===== config.mk =====
export PLATFORM = sky130hd
export DESIGN_NAME = axi_read_arbiter
export DESIGN_NICKNAME = d
export VERILOG_FILES = /design/src/rtl/axi_read_arbiter_pkg.sv /design/src/rtl/axi_read_arbiter.sv
export SDC_FILE = /design/constraint.sdc
export NUM_CORES = 1
export LEC_CHECK = 0
export ABC_CLOCK_PERIOD_IN_PS = 2100
export BUFFER_PORTS_ARGS = -buffer_cell sky130_fd_sc_hd__buf_4
export CORE_AREA = 2 2 129 131
export CTS_CLUSTER_SIZE = 16
export DETAILED_ROUTE_END_ITERATION = 8
export DIE_AREA = 0 0 131 133
export SETUP_SLACK_MARGIN = 0.5
export SLEW_MARGIN = 25
export SYNTH_ARGS = -nofsm -noshare
export SYNTH_HDL_FRONTEND = slang
export SYNTH_SLANG_ARGS = --single-unit

===== constraint.sdc =====
create_clock -name clk -period 2.1 [get_ports clk]
set_input_delay 0.105 -clock clk [delete_from_list [all_inputs] [get_ports clk]]
set_output_delay 0.105 -clock clk [all_outputs]
set_load 0.03 [all_outputs]

===== src/rtl/axi_read_arbiter_pkg.sv =====
// Shared definitions for the IFU/MEM single-beat AXI read arbiter.
package axi_read_arbiter_pkg;

    // FSM state encoding (plain constants so older tools and netlists keep the same codes)
    typedef logic [1:0] arb_state_t;
    localparam arb_state_t IDLE = 2'd0;
    localparam arb_state_t AR   = 2'd1;
    localparam arb_state_t R    = 2'd2;
    localparam arb_state_t RESP = 2'd3;

    // Which master owns the transaction in flight
    typedef logic owner_t;
    localparam owner_t OWNER_MEM = 1'b0;
    localparam owner_t OWNER_IFU = 1'b1;

    // AXI constants
    localparam logic [1:0] AXI_OKAY       = 2'b00;
    localparam logic [1:0] AXI_BURST_INCR = 2'b01;
    localparam logic [7:0] AXI_LEN_SINGLE = 8'h00;

    // A single-beat response is bad if it is not OKAY, carries someone else's id,
    // or is not flagged as the last beat.
    function automatic logic beat_is_bad(input logic [1:0] resp,
                                         input logic [3:0] rid,
                                         input logic [3:0] exp_id,
                                         input logic       last);
        return (resp != AXI_OKAY) | (rid != exp_id) | !last;
    endfunction

endpackage


===== src/rtl/axi_read_arbiter.sv =====
// Arbitrates single-beat reads from IFU and MEM onto one AXI AR/R channel.
// One transaction in flight at a time; MEM has fixed priority.
//
// state | meaning
// ------+------------------------------------------------------------
// IDLE  | waiting for a request; accept MEM first, else IFU
// AR    | arvalid high with latched addr/size/id until arready
// R     | rready high; capture the single beat and its error status
// RESP  | present buffered beat to the owner until it takes it
module axi_read_arbiter
    import axi_read_arbiter_pkg::*;
#(
    parameter logic [3:0] ARID_MEM = 4'd0,
    parameter logic [3:0] ARID_IFU = 4'd1
) (
    input  logic        clk,
    input  logic        rst,

    input  logic [31:0] ARBITER_IFU_raddr,
    input  logic [2:0]  ARBITER_IFU_rsize,
    input  logic        ARBITER_IFU_raddr_valid,
    output logic        ARBITER_IFU_raddr_ready,
    output logic [63:0] ARBITER_IFU_rdata,
    output logic        ARBITER_IFU_rdata_valid,
    input  logic        ARBITER_IFU_rdata_ready,

    input  logic [31:0] ARBITER_MEM_raddr,
    input  logic [2:0]  ARBITER_MEM_rsize,
    input  logic        ARBITER_MEM_raddr_valid,
    output logic        ARBITER_MEM_raddr_ready,
    output logic [63:0] ARBITER_MEM_rdata,
    output logic        ARBITER_MEM_rdata_valid,
    input  logic        ARBITER_MEM_rdata_ready,

    input  logic        io_master_arready,
    output logic        io_master_arvalid,
    output logic [31:0] io_master_araddr,
    output logic [3:0]  io_master_arid,
    output logic [7:0]  io_master_arlen,
    output logic [2:0]  io_master_arsize,
    output logic [1:0]  io_master_arburst,
    output logic        io_master_rready,
    input  logic        io_master_rvalid,
    input  logic [63:0] io_master_rdata,
    input  logic [1:0]  io_master_rresp,
    input  logic        io_master_rlast,
    input  logic [3:0]  io_master_rid,

    output logic        ARBITER_error_signal
);

    arb_state_t  state;
    arb_state_t  state_nxt;
    owner_t      owner;
    logic [31:0] addr_lat;
    logic [2:0]  size_lat;
    logic [63:0] beat_buf;
    logic        err_flag;

    logic        accept_mem;
    logic        accept_ifu;
    logic        owner_rdata_ready;
    logic [3:0]  owner_id;
    logic        beat_take;

    assign accept_mem        = (state == IDLE) & ARBITER_MEM_raddr_valid;
    assign accept_ifu        = (state == IDLE) & ARBITER_IFU_raddr_valid & ~ARBITER_MEM_raddr_valid;
    assign owner_rdata_ready = (owner == OWNER_IFU) ? ARBITER_IFU_rdata_ready : ARBITER_MEM_rdata_ready;
    assign owner_id          = (owner == OWNER_IFU) ? ARID_IFU : ARID_MEM;
    assign beat_take         = (state == R) & io_master_rvalid;

    // Next-state logic for the four-phase transaction sequence
    always_comb begin
        state_nxt = state;
        case (state)
            IDLE:    if (accept_mem | accept_ifu) state_nxt = AR;
            AR:      if (io_master_arready)       state_nxt = R;
            R:       if (io_master_rvalid)        state_nxt = RESP;
            RESP:    if (owner_rdata_ready)       state_nxt = IDLE;
            default: state_nxt = IDLE;
        endcase
    end

    // State register
    always_ff @(posedge clk or negedge rst) begin
        if (!rst) begin
            state <= IDLE;
        end else begin
            state <= state_nxt;
        end
    end

    // Latch owner, address and size of the winning request; held through AR/R/RESP
    always_ff @(posedge clk or negedge rst) begin
        if (!rst) begin
            owner    <= OWNER_MEM;
            addr_lat <= 32'h0;
            size_lat <= 3'b000;
        end else if (accept_mem) begin
            owner    <= OWNER_MEM;
            addr_lat <= ARBITER_MEM_raddr;
            size_lat <= ARBITER_MEM_rsize;
        end else if (accept_ifu) begin
            owner    <= OWNER_IFU;
            addr_lat <= ARBITER_IFU_raddr;
            size_lat <= ARBITER_IFU_rsize;
        end
    end

    // Capture the response beat and its error status; error does not alter the flow
    always_ff @(posedge clk or negedge rst) begin
        if (!rst) begin
            beat_buf <= 64'h0;
            err_flag <= 1'b0;
        end else if (beat_take) begin
            beat_buf <= io_master_rdata;
            err_flag <= beat_is_bad(io_master_rresp, io_master_rid, owner_id, io_master_rlast);
        end
    end

    assign ARBITER_MEM_raddr_ready = accept_mem;
    assign ARBITER_IFU_raddr_ready = accept_ifu;

    assign io_master_arvalid = (state == AR);
    assign io_master_araddr  = addr_lat;
    assign io_master_arsize  = size_lat;
    assign io_master_arid    = owner_id;
    assign io_master_arlen   = AXI_LEN_SINGLE;
    assign io_master_arburst = AXI_BURST_INCR;
    assign io_master_rready  = (state == R);

    // Both masters see the buffer; only the owner sees valid
    assign ARBITER_IFU_rdata       = beat_buf;
    assign ARBITER_MEM_rdata       = beat_buf;
    assign ARBITER_IFU_rdata_valid = (state == RESP) & (owner == OWNER_IFU);
    assign ARBITER_MEM_rdata_valid = (state == RESP) & (owner == OWNER_MEM);

    assign ARBITER_error_signal = err_flag;

endmodule

# After elaboration in Yosys (flattened, before gate mapping)
# Index checks and enable logic that the tools add are counted.
# Widths: inputs -> output; s select.
dict set report word_totals {
  elab_cells 43
  inputBits 149
  ff_bits 103
}
dict set report op_classes {
  n_eq_ne 8
  bitwise 11
  n_reduce_logical 5
  muxes 13
}
# cell n
set op_table {}
lappend op_table {{$mux 32} 2}
lappend op_table {{$mux 2} 4}
lappend op_table {{$pmux 2 s4} 1}
lappend op_table {{$and 1x1->1} 6}
lappend op_table {{$mux 3} 2}
lappend op_table {{$eq 2x2->1 const B} 2}
lappend op_table {{$mux 1} 4}
lappend op_table {{$ne 2x1->1 const B} 2}
lappend op_table {{$ne 2x2->1 const B} 2}
lappend op_table {{$ne 4x1->1} 1}
lappend op_table {{$reduce_and 4->1} 1}
lappend op_table {{$reduce_bool 2->1} 2}
lappend op_table {{$or 1x1->1} 3}
lappend op_table {{$eq 2x1->1 const B} 1}
lappend op_table {{$logic_not 2->1} 1}
lappend op_table {{$not 1->1} 2}
lappend op_table {{$logic_not 1->1} 1}

# Longest topological paths before layout
dict set report logic_depth {
  word_depth 6
  mapped_depth 8
}

# Worst setup path before layout
# Ideal clock, no wire load.
dict set report synth_timing {
  path_kind {register to register}
  startpoint {register state[0]}
  endpoint {register beat_buf[25], in the netlist ARBITER_IFU_rdata[25]}
  required_time_ns 1.975
  setup_slack_ns 0.296
  arrival_ns 1.679
  stages_incl_launch_ff 7
  cell_sequence {dfrtp_1 -> inv_1 -> ha_1 -> nand2_1 -> buf_2 -> buf_2 -> mux2_2}
}
dict set report synth_between {
  elab_chain_cells 2
}
# item line_no
set synth_rtl {}
lappend synth_rtl {{from (decl)} axi_read_arbiter.sv:52} ;# arb_state_t state;
lappend synth_rtl {{from (signal assigned)} axi_read_arbiter.sv:89} ;# state <= state_nxt;
lappend synth_rtl {{$eq 2x2->1} --}
lappend synth_rtl {{via io_master_rready} axi_read_arbiter.sv:42} ;# output logic io_master_rready,
lappend synth_rtl {{$and 1x1->1} axi_read_arbiter.sv:70} ;# assign beat_take = (state == R) & io_master_rvalid;
lappend synth_rtl {{to (signal assigned)} axi_read_arbiter.sv:116} ;# beat_buf <= io_master_rdata;
lappend synth_rtl {{to (decl)} axi_read_arbiter.sv:57} ;# logic [63:0] beat_buf;
# The timed path passes the listed nets, and every way through them passes these cells.
# A chain may end at the register's enable or synchronous reset.

# Worst setup path after layout
dict set report layout_timing {
  startpoint {register state[1]}
  endpoint {register state[1]}
}
dict set report layout_between {
  elab_chain_cells 6
  word_cells_on_any_way 14
  cone_classes {eq/ne (7); mux (1); bitwise (4); reduce/logical (2)}
}
# item line_no
set layout_rtl {}
lappend layout_rtl {{$logic_not 2->1} {axi_read_arbiter.sv:66, axi_read_arbiter.sv:67, axi_read_arbiter.sv:75}}
lappend layout_rtl {{$and 1x1->1 (2 in series)} axi_read_arbiter.sv:67} ;# assign accept_ifu = (state == IDLE) & ARBITER_IFU_raddr_valid & ~ARBITER_MEM_raddr_valid;
lappend layout_rtl {{$or 1x1->1} axi_read_arbiter.sv:76} ;# IDLE: if (accept_mem | accept_ifu) state_nxt = AR;
lappend layout_rtl {{$ne 2x1->1 (no line)} --}
lappend layout_rtl {{$reduce_and 4->1 (no line)} --}
# Several ways; a longest one is shown, not always the timed one.

==> impl_results.md <==
* Status: finished clean
* Pin count of the biggest net entering global routing at 63
* Antenna cells at 0
* Number of global-route vias before repair at 4443
* Type of origin of the critical path: flop
* Via count at 4301
* Setup tns final at 0 ps
* Top-count cell post-synth: dfrtp_1
* Gate power share at 64.6%
* Die Span Y at 133 um
* Worst-path clk slew at 80 ps
* Fillers at 1403
* Layout cell share with drive strength beyond 1 at 68.42%
* Core area at 16170 sq um
* Post-synth top cells: dfrtp_1, buf_4, mux2_2, a21oi_1, nor2_1
* Initial antenna violation count at 0
* Worst-Margin Slew at 587.6 ps
* Cell count after synthesis at 403
* Max Slew Vio Count at 0
* Reg power frac at 24.4%
* Avg WL per Cell at 18.18 um
* Root buffer cell: clkbuf_16
* Initial Util at 30.38%
* Die Area at 17420 sq um
* Worst Path Required at 2320 ps
* Longest Clk Path Bufs at 2
* Register bit total from synthesis at 103
* Count of final setup violators at 0
* Number of enable flip-flop cells after synthesis at 0
* RSZ-0062 raised after global routing: true
* Worst setup EP type: flop
* R2R depth at 5
* Port Buffers at 319
* Sinks on Clock Net at 103
* TritonCTS buffer count at 9
* Crit path capture: state[1]$_DFFE_PN0P_
* Hold Path Class: input pin to flop
* Crit Path Max Fanout at 4
* Hold path start: io_master_rid[2]
* Setup slack, reg-to-reg at 390 ps
* Detailed placement HPWL at 10.35 mm
* Row count at 47
* Global-route wire length before repair at 23.54 mm
* Pwr dens at 1743 nW/um^2
* WL final at 17.82 mm
* Sw frac at 46.89%
* Die X at 131 um
* Part of the cycle the worst path needs at 81.58%
* Syn. warnings at 0
* Post-layout min period at 1713 ps
* Share of the synthesized area in the top cell type at 52.47%
* R2r startpoint: state[1]$_DFFE_PN0P_
* Clock latency on the worst-skew pair at 350 ps
* Hold path cells at 3
* Routed Antenna Nets at 0
* Share of synthesized flip-flops with an asynchronous set or reset at 100.0%
* Post-synthesis sequential area ratio at 52.47%
* Final #Nets at 909
* DRC errors left at 0
* Area delta synth->final at 86.09%
* Gpl congestion at 0.6998
* Origin of the worst setup path: state[1]$_DFFE_PN0P_
* Leak pwr at 4.266 nW
* Clock power share at 11.0%
* DR pass1 iterations at 4
* Pint at 8.460 mW
* Largest area contributor in the netlist: dfrtp_1
* IO Count at 333
* Routed vias/inst at 4.389
* Normalized max-slew margin at 60.83%
* Maximum VDD drop at 0.0008026 V
* Drt initial violations at 142
* FF-to-FF End: state[1]$_DFFE_PN0P_
* NetSw at 7.469 mW
* Synth cell types at 30
* Critical Path AT at 1940 ps
* Max Cap Violations at 0
* GR Overflow Total at 0
* CTS tree: yes
* Top cells by area, synth: dfrtp_1, mux2_2, buf_4
* Post-synthesis cell area at 4912 sq um
* Max Fclk at 583.7 MHz
* CTS H-tree lvls at 3
* Skew final at 9.341 ps
* Mean post-synth cell area at 12.19 sq um
* Critical path type: flop to flop
* All-Layer GR Usage at 17.67%
* Commonest register cell after synthesis: dfrtp_1
* Design Power at 15.93 mW
* Final Hold Fails at 0
[worst min path at each step]
stage | end | slack, ps
CTS | ARBITER_error_signal$_DFFE_PN0P_ | 3
finish | ARBITER_error_signal$_DFFE_PN0P_ | 10
global route | ARBITER_IFU_rdata[7]$_DFFE_PN0P_ | 20
floorplan | ARBITER_IFU_rdata[0]$_DFFE_PN0P_ | -190
detailed placement | io_master_araddr[14]$_DFFE_PN0P_ | 140
global placement | io_master_araddr[15]$_DFFE_PN0P_ | 130
[critical path: stages (launching register included)]
cell and delay, ps:
dfrtp_1 420, ha_2 220, nor3b_4 150, a2111oi_4 380
nand2_2 120, mux2_4 310
[flip-flops by register name, indices dropped and copies added (netlist names)]
name / cells
ARBITER_IFU_rdata: 64
ARBITER_error_signal: 1
io_master_araddr: 32
io_master_arsize: 3
owner: 1
state: 2
[per-layer routing]
| layer | routed length [um] | GRT usage (%) | vias up |
|---|---|---|---|
| li1 | - | - | 1989 |
| met5 | 0 | 0 | - |
| met3 | 1069 | 3.478 | 20 |
| met2 | 10080 | 34.02 | 193 |
| met1 | 6418 | 18.95 | 2099 |
| met4 | 247 | 5.437 | 0 |
[stage by stage]
| step | area [sq um] | cells | setup slack (ps) | hold WS, ps | util [%] |
|---|---|---|---|---|---|
| floorplan | 5016 | 414 | 462.2 | -190.6 | - |
| finish | 9141 | 980 | 386.8 | 14.51 | 56.53 |
| global route | 9141 | 980 | 347.4 | 15.73 | 56.53 |
| CTS | 8381 | 956 | 401.9 | 2.686 | 51.82 |
| global placement | 7032 | 860 | 417.3 | 133.3 | 43.48 |
| detailed placement | 7032 | 860 | 352.7 | 137.5 | 43.48 |
[layout by cell type, fill, tap and decap left out, drive strengths merged, types with 2 or more instances in the layout]
| master | synthesis | routed |
|---|---|---|
| ha | 5 | 5 |
| nor2 | 36 | 36 |
| mux2i | 35 | 35 |
| nand2b | 2 | 4 |
| a21oi | 36 | 36 |
| nand2 | 4 | 4 |
| conb | 2 | 13 |
| inv | 3 | 5 |
| buf | 94 | 349 |
| dlygate4sd3 | 0 | 63 |
| clkinv | 0 | 4 |
| and2 | 2 | 2 |
| mux2 | 65 | 65 |
| and3b | 2 | 2 |
| clkbuf | 3 | 22 |
| dfrtp | 103 | 103 |
[what timing repair did]
| item | in CTS | in global routing |
|---|---|---|
| hold buffers | 63 | 0 |
| endpoints found under the setup margin | 102 | 94 |
| setup buffers | 9 | 4 |
| resized for setup | 19 | 84 |
| hold endpoints to repair | 103 | 0 |
| gates cloned | 8 | 20 |
| pin swaps | 4 | 10 |
[logic make-up (layout without fill, tap and decap cells)]
kind of cell	after synthesis	after routing	share of synthesized area (%)
AO/OA/AOI/OAI	40	40	4.636
XOR/XNOR	1	1	0.1783
adder cells (fa/ha/maj)	5	5	1.274
buffers and inverters	100	444	14.21
flip-flops	103	103	52.47
multiplexers	100	100	22.11
other	2	13	0.1529
AND/OR/NAND/NOR	52	54	4.967
[area by class of cell]
type                    count  area (sq um)  area share [%]
repair buffers            425          3874           42.38
flip-flops and latches    103          2577           28.20
multi-input cells         213          2088           22.84
well taps                 220         275.3           3.011
clock buffers               9         225.2           2.464
clock inverters             7         90.09          0.9855
inverters                   3         11.26          0.1232
[power groups by stage]
stage | logic (mW) | clock network [mW] | registers, mW
4_1_cts | 9.25 | 1.82 | 3.79
6_report | 10.3 | 1.75 | 3.89
3_5_place_dp | 8.48 | 0 | 3.82
2_1_floorplan | 4.25 | 0 | 5.58
3_3_place_gp | 8.38 | 0 | 3.76
5_1_grt | 10.8 | 1.90 | 4.01
(Power assumes the default switching activity.)
